## src/rtl/rc5_encrypt_core_pkg.sv

```systemverilog
// Shared RC5-32/12 parameters, word/address types and rotate helper.
// Also used by the key-expansion block so both sides agree on the S geometry.
package rc5_encrypt_core_pkg;

  localparam int W        = 32;
  localparam int R        = 12;
  localparam int T        = 2 * (R + 1);
  localparam int T_LENGTH = $clog2(T);
  localparam int LOG_W    = $clog2(W);

  typedef logic [W-1:0]        word_t;
  typedef logic [T_LENGTH-1:0] addr_t;

  localparam addr_t K_LAST = addr_t'(T - 1);

  typedef enum logic {
    ST_IDLE = 1'b0,
    ST_RUN  = 1'b1
  } state_t;

  // Circular left rotate; an amount of 0 returns x unchanged since x >> W is 0.
  function automatic word_t rotl(input word_t x, input logic [LOG_W-1:0] n);
    return (x << n) | (x >> (W - int'(n)));
  endfunction

endpackage

```

## src/rtl/rc5_encrypt_core_if.sv

```systemverilog
// Start/plaintext/ciphertext handshake plus the S-array read port of the core.
interface rc5_encrypt_core_if;
  import rc5_encrypt_core_pkg::*;

  logic  start;
  word_t A_in;
  word_t B_in;
  addr_t S_address;
  word_t S_sub_i;
  word_t A_out;
  word_t B_out;
  logic  busy;
  logic  done;

  modport slave (
    input  start, A_in, B_in, S_sub_i,
    output S_address, A_out, B_out, busy, done
  );

  modport master (
    output start, A_in, B_in, S_sub_i,
    input  S_address, A_out, B_out, busy, done
  );

endinterface

```

## src/rtl/rc5_encrypt_core_half_round.sv

```systemverilog
// One RC5 half-round: ((x ^ y) <<< y[log2(w)-1:0]) + s, purely combinational.
module rc5_half_round
  import rc5_encrypt_core_pkg::*;
(
  input  word_t i_x,
  input  word_t i_y,
  input  word_t i_s,
  output word_t o_z
);

  word_t w_mix;

  assign w_mix = i_x ^ i_y;
  assign o_z   = rotl(w_mix, i_y[LOG_W-1:0]) + i_s;

endmodule

```

## src/rtl/rc5_encrypt_core.sv

```systemverilog
// RC5 encryption core: streams S[0..T-1] through a synchronous read port,
// applies one half-round per word and returns A/B with a one-cycle done pulse.
module rc5_encrypt_core
  import rc5_encrypt_core_pkg::*;
(
  input  logic              clk1,
  input  logic              rst,
  rc5_encrypt_core_if.slave core_bus
);

  state_t r_state, w_state_next;
  word_t  r_a, w_a_next;
  word_t  r_b, w_b_next;
  word_t  r_a_out, w_a_out_next;
  word_t  r_b_out, w_b_out_next;
  addr_t  r_addr, w_addr_next;
  addr_t  r_k, w_k_next;
  logic   r_primed, w_primed_next;
  logic   r_done, w_done_next;

  word_t  w_hr_x;
  word_t  w_hr_y;
  word_t  w_hr_out;
  logic   w_k_odd;
  logic   w_k_last;

  assign w_k_odd  = r_k[0];
  assign w_k_last = (r_k == K_LAST);

  // k=0/1 are plain additions: forcing y to zero collapses the half-round to x + s.
  assign w_hr_x = w_k_odd ? r_b : r_a;
  assign w_hr_y = (r_k < addr_t'(2)) ? '0 : (w_k_odd ? r_a : r_b);

  rc5_half_round u_half_round (
    .i_x (w_hr_x),
    .i_y (w_hr_y),
    .i_s (core_bus.S_sub_i),
    .o_z (w_hr_out)
  );

  always_ff @(posedge clk1 or posedge rst) begin
    if (rst) begin
      r_state <= ST_IDLE;
    end else begin
      r_state <= w_state_next;
    end
  end

  always_ff @(posedge clk1 or posedge rst) begin
    if (rst) begin
      r_a      <= '0;
      r_b      <= '0;
      r_a_out  <= '0;
      r_b_out  <= '0;
      r_addr   <= '0;
      r_k      <= '0;
      r_primed <= 1'b0;
      r_done   <= 1'b0;
    end else begin
      r_a      <= w_a_next;
      r_b      <= w_b_next;
      r_a_out  <= w_a_out_next;
      r_b_out  <= w_b_out_next;
      r_addr   <= w_addr_next;
      r_k      <= w_k_next;
      r_primed <= w_primed_next;
      r_done   <= w_done_next;
    end
  end

  always_comb begin
    w_state_next  = r_state;
    w_a_next      = r_a;
    w_b_next      = r_b;
    w_a_out_next  = r_a_out;
    w_b_out_next  = r_b_out;
    w_addr_next   = r_addr;
    w_k_next      = r_k;
    w_primed_next = r_primed;
    w_done_next   = 1'b0;

    case (r_state)
      ST_IDLE: begin
        if (core_bus.start) begin
          w_state_next  = ST_RUN;
          w_a_next      = core_bus.A_in;
          w_b_next      = core_bus.B_in;
          w_k_next      = '0;
          w_addr_next   = '0;
          w_primed_next = 1'b0;
        end
      end

      ST_RUN: begin
        if (r_addr != K_LAST) begin
          w_addr_next = r_addr + addr_t'(1);
        end
        // The first RUN edge only fills the RAM read pipeline; S[0] arrives one edge later.
        if (!r_primed) begin
          w_primed_next = 1'b1;
        end else begin
          if (w_k_odd) begin
            w_b_next = w_hr_out;
          end else begin
            w_a_next = w_hr_out;
          end
          w_k_next = r_k + addr_t'(1);
          if (w_k_last) begin
            w_state_next  = ST_IDLE;
            w_addr_next   = '0;
            w_done_next   = 1'b1;
            w_a_out_next  = w_k_odd ? r_a : w_hr_out;
            w_b_out_next  = w_k_odd ? w_hr_out : r_b;
          end
        end
      end

      default: begin
        w_state_next = ST_IDLE;
      end
    endcase
  end

  assign core_bus.S_address = r_addr;
  assign core_bus.A_out     = r_a_out;
  assign core_bus.B_out     = r_b_out;
  assign core_bus.busy      = (r_state == ST_RUN);
  assign core_bus.done      = r_done;

endmodule

```

## src/flat_wrapper.sv

```systemverilog
// flat-port wrapper written by rule: the top's interface ports become plain ports
module rc5_encrypt_core_flat import rc5_encrypt_core_pkg::*;
  (clk1, rst, core_bus_start, core_bus_A_in, core_bus_B_in, core_bus_S_sub_i, core_bus_S_address, core_bus_A_out, core_bus_B_out, core_bus_busy, core_bus_done);
  rc5_encrypt_core_if core_bus_i ();
  input  logic clk1;
  input  logic rst;
  input wire logic [$bits(core_bus_i.start)-1:0] core_bus_start;
  input wire logic [$bits(core_bus_i.A_in)-1:0] core_bus_A_in;
  input wire logic [$bits(core_bus_i.B_in)-1:0] core_bus_B_in;
  input wire logic [$bits(core_bus_i.S_sub_i)-1:0] core_bus_S_sub_i;
  output wire logic [$bits(core_bus_i.S_address)-1:0] core_bus_S_address;
  output wire logic [$bits(core_bus_i.A_out)-1:0] core_bus_A_out;
  output wire logic [$bits(core_bus_i.B_out)-1:0] core_bus_B_out;
  output wire logic [$bits(core_bus_i.busy)-1:0] core_bus_busy;
  output wire logic [$bits(core_bus_i.done)-1:0] core_bus_done;
  assign core_bus_i.start = core_bus_start;
  assign core_bus_i.A_in = core_bus_A_in;
  assign core_bus_i.B_in = core_bus_B_in;
  assign core_bus_i.S_sub_i = core_bus_S_sub_i;
  assign core_bus_S_address = core_bus_i.S_address;
  assign core_bus_A_out = core_bus_i.A_out;
  assign core_bus_B_out = core_bus_i.B_out;
  assign core_bus_busy = core_bus_i.busy;
  assign core_bus_done = core_bus_i.done;
  rc5_encrypt_core u_core (.clk1(clk1), .rst(rst), .core_bus(core_bus_i));
endmodule
```

## config.mk

```make
export PLATFORM = sky130hd
export DESIGN_NAME = rc5_encrypt_core_flat
export DESIGN_NICKNAME = d
export VERILOG_FILES = /design/src/rtl/rc5_encrypt_core_pkg.sv /design/src/rtl/rc5_encrypt_core_if.sv /design/src/rtl/rc5_encrypt_core_half_round.sv /design/src/rtl/rc5_encrypt_core.sv /design/src/flat_wrapper.sv
export SDC_FILE = /design/constraint.sdc
export NUM_CORES = 1
export LEC_CHECK = 0
export CORE_MARGIN = 10
export CORE_UTILIZATION = 54
export CTS_CLUSTER_DIAMETER = 40
export CTS_CLUSTER_SIZE = 24
export DETAILED_ROUTE_END_ITERATION = 12
export PLACE_DENSITY = 0.79
export SLEW_MARGIN = 5
export SYNTH_ARGS = -nofsm -noshare
export SYNTH_HDL_FRONTEND = slang
export SYNTH_SLANG_ARGS = --single-unit
```

## constraint.sdc

```tcl
create_clock -name clk1 -period 6 [get_ports clk1]
set_clock_uncertainty 0.2 [all_clocks]
set_input_delay 1.2 -clock clk1 [delete_from_list [all_inputs] [get_ports clk1]]
set_output_delay 1.2 -clock clk1 [all_outputs]
set_load 0.1 [all_outputs]
```

==> key figures <==
Setup path
  – Crit path max-delay cell type: dfrtp_2
  – Crit end category: flop
  – Crit path DAT: about 6.0 ns
  – CP Max Fanout: 8
  – Critical Path RT: between 6 and 7 ns
  – FF-to-FF End: u_core.r_a[29]
  – Kind of start point of the critical path: flop
  – Worst setup startpoint: u_core.r_k[0]
  – Crit path largest cell delay: roughly 0.49 ns
  – CP top delay family: compound AO/OA/AOI/OAI gates
  – Kind of critical path: reg2reg
  – Most used cell, CP: buf_4
  – Critical path buffers and inverters: 5
  – Reg2Reg Depth: 25
  – Worst reg2reg path startpoint: u_core.r_k[0]
  – Stages on the worst setup path: 25
  – Critical path capture point: u_core.r_a[29]
  – R2R setup slack: roughly 0.11 ns

Floorplan
  – Die H: 169.1 um
  – Die width: about 170 um
  – Die ar.: approximately 29000 um2
  – # IOs: between 150 and 200
  – Starting density of the core: between 50% and 60%
  – CORE AREA: between 20000 and 25000 um2
  – Row count: 54

Place
  – Number of placed cells counting well taps: 2147
  – GPL Wtd Cong: 1.066
  – Post-place instance area: between 15000 and 20000 um2
  – Hpwl dp: between 40000 and 50000 um
  – Port bufs: 169

Drt
  – Final ANT Viol Nets: 0
  – First-pass detailed-route iteration total: 7
  – Detailed Route Iter0 Violations: approximately 2300
  – Via count: approximately 14000
  – Via/cell ratio: around 6.6
  – DR WL/cell: roughly 24 um
  – Drc violations: 0
  – Post-Route WL: around 53000 um

Logic synthesis
  – Yosys reg bits: around 140
  – Post-synth EDFFs: 0
  – Sequential area share after synthesis: between 20 and 30%
  – Synth top area share: between 20% and 30%
  – Warnings from Yosys: 0
  – Synthesized area per cell: 7.735 um2
  – Share of async-settable or async-resettable flops after synthesis: 100.0%
  – Syn Inst Count: 1551
  – Main area contributors after synthesis: dfrtp_1, mux2i_1, a21oi_1
  – Primary FF master, synth: dfrtp_1
  – Synth Net Count: between 1500 and 2000
  – Netlist Area Pre-Place: 12000 um2
  – Leading area contributor after synthesis: dfrtp_1
  – Yosys cell types: just under 80

Global routing
  – Overflow after GRT: 0
  – Largest net degree at the start of global routing: 109
  – Vias in the first global route: around 14000
  – Total GRT Usage: 35.98%
  – First-pass GRT wire length: 81380 um
  – Initial antenna violation count: 0

Cells and area
  – Post-route design area: roughly 16000 um2
  – Commonest non-fill, non-tap cells in the layout: buf_4, nand2_1, clkdlybuf4s50_1
  – Finished Layout Cells: roughly 2200
  – Most common cell after layout, fill and taps aside: buf_4
  – Layout cells sized above 1: about a fifth
  – Fill cells: between 1500 and 2000
  – Area grow syn2layout: 37.26%
  – Final nets: between 2000 and 2500
  – Footprint of the multi-input gates: ~8000 um2
  – Register area: 3530 um2
  – Antenna diode count: 0

Worst hold path
  – Hold Path Class: reg2reg

STA
  – Slew Viols, Final: 0
  – Final Hold Viols: 0
  – Max-slew headroom: about 29%
  – Setup TNS Final: 0 ns
  – Slew @ Worst Pin: 1.060 ns
  – Setup Viol. Count Final: 0
  – Tmin final: around 6 ns
  – Final worst-path cycle share: between 90 and 100%
  – Fmax: around 170 MHz
  – Fin Hold WS: about 0.29 ns

CTS
  – Num CTS Buffers: 17
  – CTS HTree Levels: 4
  – CTS Buffer Depth: 2
  – CTS tree: yes
  – CTS Root Buffer Type: clkbuf_16
  – Clock insertion delay at the later pin of the skew report: around 0.44 ns
  – Reg clk slew, reported paths: ~0.070 ns
  – Clk sinks: ~140

Run
  – Max_cap viols: 0

Run status
  – Status: finished, final reports clean
[Yosys cell counts (29+ instances only)]
| master | instances |
|---|---|
| nor2_1 | 146 |
| mux2i_1 | 82 |
| xor2_1 | 30 |
| nand2_1 | 190 |
| o21ai_0 | 141 |
| inv_1 | 33 |
| clkbuf_1 | 67 |
| o22ai_1 | 62 |
| a21oi_1 | 158 |
| ha_1 | 35 |
| buf_2 | 29 |
| dfrtp_1 | 141 |
[flip-flops by register name (all words and copies together), names as in the netlist]
register and cells:
u_core.r_k 5, u_core.core_bus.A_out 32, u_core.r_a 32, u_core.core_bus.busy 1, u_core.core_bus.S_address 5, u_core.r_primed 1, u_core.core_bus.done 1, u_core.core_bus.B_out 32
u_core.r_b 32
[worst min path at each step]
stage,start,endpoint,cells past startpoint
5_1_grt,u_core.core_bus.B_out[9],u_core.core_bus.B_out[9],1
3_5_place_dp,u_core.core_bus.B_out[13],u_core.core_bus.B_out[13],2
4_1_cts,u_core.core_bus.B_out[13],u_core.core_bus.B_out[13],2
2_1_floorplan,u_core.r_primed,u_core.r_a[23],1
6_report,u_core.core_bus.B_out[17],u_core.core_bus.B_out[17],2
3_3_place_gp,u_core.core_bus.B_out[4],u_core.core_bus.B_out[4],2
[metrics by stage]
stage / worst slack (ns) / util (%)
2_1_floorplan: 0.5228 / -
3_3_place_gp: -0.1175 / 71.61
3_5_place_dp: -0.1362 / 71.61
4_1_cts: 0.01375 / 74.56
5_1_grt: -0.02801 / 75.46
6_report: 0.1072 / 75.46
[final cells by class]
| cell class | count | area share (%) |
|---|---|---|
| clock buffers | 17 | 2.583 |
| clock inverters | 15 | 1.132 |
| inverters | 33 | 0.7826 |
| multi-input cells | 1260 | 48.77 |
| flip-flops and latches | 141 | 21.43 |
| well taps | 280 | 2.128 |
| repair buffers | 438 | 23.17 |
[tightest hold or removal path, cell delays in order, from the launching register on]
cell	delay [ns]
dfrtp_1	0.34
nand2_1	0.05
o21ai_0	0.06
[logic make-up after synthesis]
kind of cell | Yosys count | synth area share, %
compound gates | 579 | 30.49
simple gates | 491 | 18.50
buf+inv | 150 | 5.246
flops | 141 | 29.41
mux | 99 | 8.458
xor+xnor | 55 | 4.078
fa+ha+maj | 36 | 3.817
[repair_timing]
action / 4_1_cts / 5_1_grt
cloned: 0 / 0
buffers inserted: 0 / 5
pin swaps: 0 / 13
endpoints found under the setup margin: 28 / 69
hold buffers: 0 / 0
resized for setup: 7 / 46
[metal layers]
layer	up-vias	part of all wire (%)	GRT usage, %
met5	-	0	0
met4	0	5.5	17.45
met3	173	9.9	6.600
met2	953	46	57.14
met1	6903	39	46.28
li1	6405	-	-
Power is not shown: default switching activity piles up to over one toggle a cycle in this logic, so the estimate is an artifact.
